File: src/rtl/dispatch4x2.sv
// Round-robin fan-out dispatcher: one valid/ready input stream spread over four
// registered output lanes in strict order 0,1,2,3, with an all-lane broadcast mode.
module dispatch4x2 #(
    parameter int WIDTH = 2
) (
    input  logic             CLK,
    input  logic             ASYNCRESET,
    input  logic [WIDTH-1:0] I,
    input  logic             I_valid,
    output logic             I_ready,
    input  logic             BCAST,
    output logic [WIDTH-1:0] O0,
    output logic [WIDTH-1:0] O1,
    output logic [WIDTH-1:0] O2,
    output logic [WIDTH-1:0] O3,
    output logic [3:0]       O_valid,
    input  logic [3:0]       O_ready,
    output logic [1:0]       PTR
);

    logic [3:0]       r_full;
    logic [1:0]       r_ptr;
    logic [WIDTH-1:0] r_data [4];

    logic [3:0]       w_free;
    logic [3:0]       w_load;
    logic [3:0]       w_full_nxt;
    logic             w_ready;
    logic             w_accept;

    // Lane availability, accept decision and per-lane load/occupancy next state
    always_comb begin
        // a full lane draining this cycle can take a new word without a bubble
        w_free = ~r_full | O_ready;
        if (BCAST) begin
            w_ready = &w_free;
        end else begin
            w_ready = w_free[r_ptr];
        end
        w_accept = I_valid & w_ready;
        w_load   = 4'b0000;
        if (w_accept) begin
            if (BCAST) begin
                w_load = 4'b1111;
            end else begin
                w_load = 4'b0001 << r_ptr;
            end
        end else begin
            w_load = 4'b0000;
        end
        w_full_nxt = w_load | (r_full & ~O_ready);
    end

    // Lane registers and round-robin pointer
    always_ff @(posedge CLK or posedge ASYNCRESET) begin
        if (ASYNCRESET) begin
            r_full <= 4'b0000;
            r_ptr  <= 2'd0;
            for (int k = 0; k < 4; k++) begin
                r_data[k] <= '0;
            end
        end else begin
            r_full <= w_full_nxt;
            // broadcast leaves the rotation where it was
            if (w_accept && !BCAST) begin
                r_ptr <= r_ptr + 2'd1;
            end
            for (int k = 0; k < 4; k++) begin
                if (w_load[k]) begin
                    r_data[k] <= I;
                end
            end
        end
    end

    assign I_ready = w_ready;
    assign O_valid = r_full;
    assign PTR     = r_ptr;
    assign O0      = r_data[0];
    assign O1      = r_data[1];
    assign O2      = r_data[2];
    assign O3      = r_data[3];

endmodule

File: config.mk
export PLATFORM = sky130hd
export DESIGN_NAME = dispatch4x2
export DESIGN_NICKNAME = d
export VERILOG_FILES = /design/src/rtl/dispatch4x2.sv
export SDC_FILE = /design/constraint.sdc
export NUM_CORES = 1
export LEC_CHECK = 0
export CAP_MARGIN = 20
export CORE_AREA = 3 3 41 51
export DETAILED_ROUTE_END_ITERATION = 8
export DIE_AREA = 0 0 44 54
export PLACE_DENSITY = 0.79
export SYNTH_ARGS = -nofsm -noshare
export SYNTH_HDL_FRONTEND = slang
export SYNTH_SLANG_ARGS = --single-unit
File: constraint.sdc
create_clock -name CLK -period 2.55 [get_ports CLK]
set_clock_uncertainty 0.15 [all_clocks]
set_input_delay 0.51 -clock CLK [delete_from_list [all_inputs] [get_ports CLK]]
set_output_delay 0.51 -clock CLK [all_outputs]
set_load 0.1 [all_outputs]
==> flow_summary.yaml <==
die:
  start_util_pct: 44.44
  die_h_um: 54
  ios: 25
  num_rows: 16
  coreArea_um2: 1642
  die-area_um2: 2376
  die_x_um: 44
cells_and_area:
  mostFrequentLayoutCell: "buf_4"
  multi_input_area_um2: 366.6
  drive_gt1_share_pct: 60.24
  regArea_um2: 357.8
  layout_common_cells: "21 x buf_4, 8 x dfrtp_1, 8 x mux2_4"
  finalNetCount: 98
  design_area_um2: 1071
  areaGrowthSynthToFinish_pct: 46.83
  final_cell_count_no_fill: 101
  diodes: 0
  fillers: 132
global_route:
  grt_use_total_pct: 14.62
  grt_pass1_wl_um: 2415
  antenna_found_initial: 0
  globalRouteOverflowTotal: 0
  grt_pass1_vias: 534
  grt_max_degree: 15
sta:
  setup_viol: 0
  fin_crit_ps: 2516
  hold_viol: 0
  timing.final.crit_share_pct: 98.67
  slew_headroom_pct: 65.10
  clock.fmax_mhz: 397.4
  maxSlewViolCount: 0
  worst_pin_slew_ps: 523.0
  fin_ws_ps: 33.95
  rsz0062_at_grt: "no"
job:
  cap_violations: 0
min_path:
  min_path_type: "reg -> reg"
  min_from: "O2[1]"
  holdPathEnd: "O2[1]"
  hold_depth: 1
clocking:
  cts.sinks: 14
  ctsLongestPathBuffers: 2
  clock_latency_ps: 290
  cts_root_buf: "clkbuf_4"
  cts_tree: "built"
  path_clk_slew_ps: 80
  cts_made_buffers: 3
  h-tree-depth: 1
  hold_buffers: 0
synth:
  seq_area_frac_synth_pct: 48.03
  synth_top_area_share_pct: 48.03
  synth_area_per_cell_um2: 15.20
  synthesis.nets: 62
  yosysUniqueCellTypes: 13
  yosys-top-cells-area: "dfrtp_1 48%, mux2_4 16%, o2111ai_2 8.2%"
  syn_area_um2: 729.5
  synth-seq-cells: 14
  yosysWarnings: 0
  synth_cells: 48
  yosys.area.top_type: "dfrtp_1"
drt:
  dr.pass1.iters: 2
  initialDrtViolationCount: 3
  wl_per_cell_um: 15.09
  drt-total-wl_um: 1524
  vias_per_cell: 4.941
  vias: 499
  route.detailed.drc: 0
  drtAntennaViolNets: 0
setup_path:
  crit_path_start_kind: "input port"
  cp-end-kind: "output pin"
  reg2reg_to: "O2[0]"
  reg2reg_depth: 4
  crit_arrival_ps: 1860
  worst_ep_required_time_ps: 1890
  crit_start: "O_ready[3]"
  crit_fanout: 2
  worstSetupPathType: "in -> out"
  r2r_slack_ps: 650
  reg2reg_from: "PTR[0]"
place:
  place.port_buffers: 24
  post_dp_cell_area_um2: 1028
  place_congestion: 0.7173
  hpwlAfterDp_um: 1199
  post-place-ws_ps: -9.863
  dp.cells: 97
outcome:
  status: "finished clean"
worst max path at each step:
stage | to | slack, ps | cells after the start
after detailed placement | I_ready | -10 | 5
after global placement | I_ready | -10 | 5
after CTS | I_ready | 20 | 5
final | I_ready | 30 | 5
after floorplan | I_ready | 140 | 2
after global routing | I_ready | 5 | 5
synthesized netlist by cell type, drive strengths merged:
library cell	n
dfrtp	14
mux2	9
ha	4
inv	4
nand2	4
nand2b	4
o2111ai	4
a41o	1
and2	1
mux4	1
nand3	1
xnor2	1
stage by stage:
step                hold slack (ps)  setup TNS (ps)  util (%)
global placement              345.9          -11.69     62.65
floorplan                     248.8               0         -
CTS                           370.4               0     64.94
global route                  379.0               0     65.24
finish                        368.7               0     65.24
detailed placement            346.5          -9.863     62.65
layout make-up:
| cell class | instances | area share [%] |
|---|---|---|
| repair buffers | 31 | 25.47 |
| inverters | 4 | 1.402 |
| well taps | 18 | 2.103 |
| clock buffers | 4 | 3.388 |
| multi-input cells | 30 | 34.23 |
| flip-flops and latches | 14 | 33.41 |
repair_timing:
| action | in CTS | in global routing |
|---|---|---|
| buffers inserted | 0 | 0 |
| setup endpoints to repair | 1 | 1 |
| resized for setup | 1 | 2 |
| pin swaps | 0 | 1 |
sequential cells by signal (all words and copies together) (netlist names):
name	count
O1	2
O0	2
PTR	2
O2	2
O3	2
O_valid	4
critical path, cell delays in order:
cell             delay (ps)
clkdlybuf4s50_1         400
nand2b_4                140
mux4_2                  460
and2_4                  180
buf_12                  160
layer usage:
metal / track usage [%] / routed length [um]
met1: 15.84 / 609
met2: 25.24 / 805
met3: 3.679 / 83
met4: 9.045 / 25
met5: 0 / 0
cells by family (layout without fill, tap and decap cells):
| group | count (synthesis) | count (layout) | synth area share, % |
|---|---|---|---|
| and+or+nand+nor | 10 | 10 | 11.15 |
| DFF | 14 | 14 | 48.03 |
| adders and majority gates | 4 | 4 | 6.861 |
| AOI/OAI and AO/OA | 5 | 5 | 9.606 |
| buffers and inverters | 4 | 39 | 2.058 |
| xor gates and xnor gates | 1 | 1 | 1.201 |
| muxes | 10 | 10 | 21.10 |
Power is left out: the tool's default activity adds up to more than one toggle a clock period on the data nets, which glitch-free logic cannot reach.
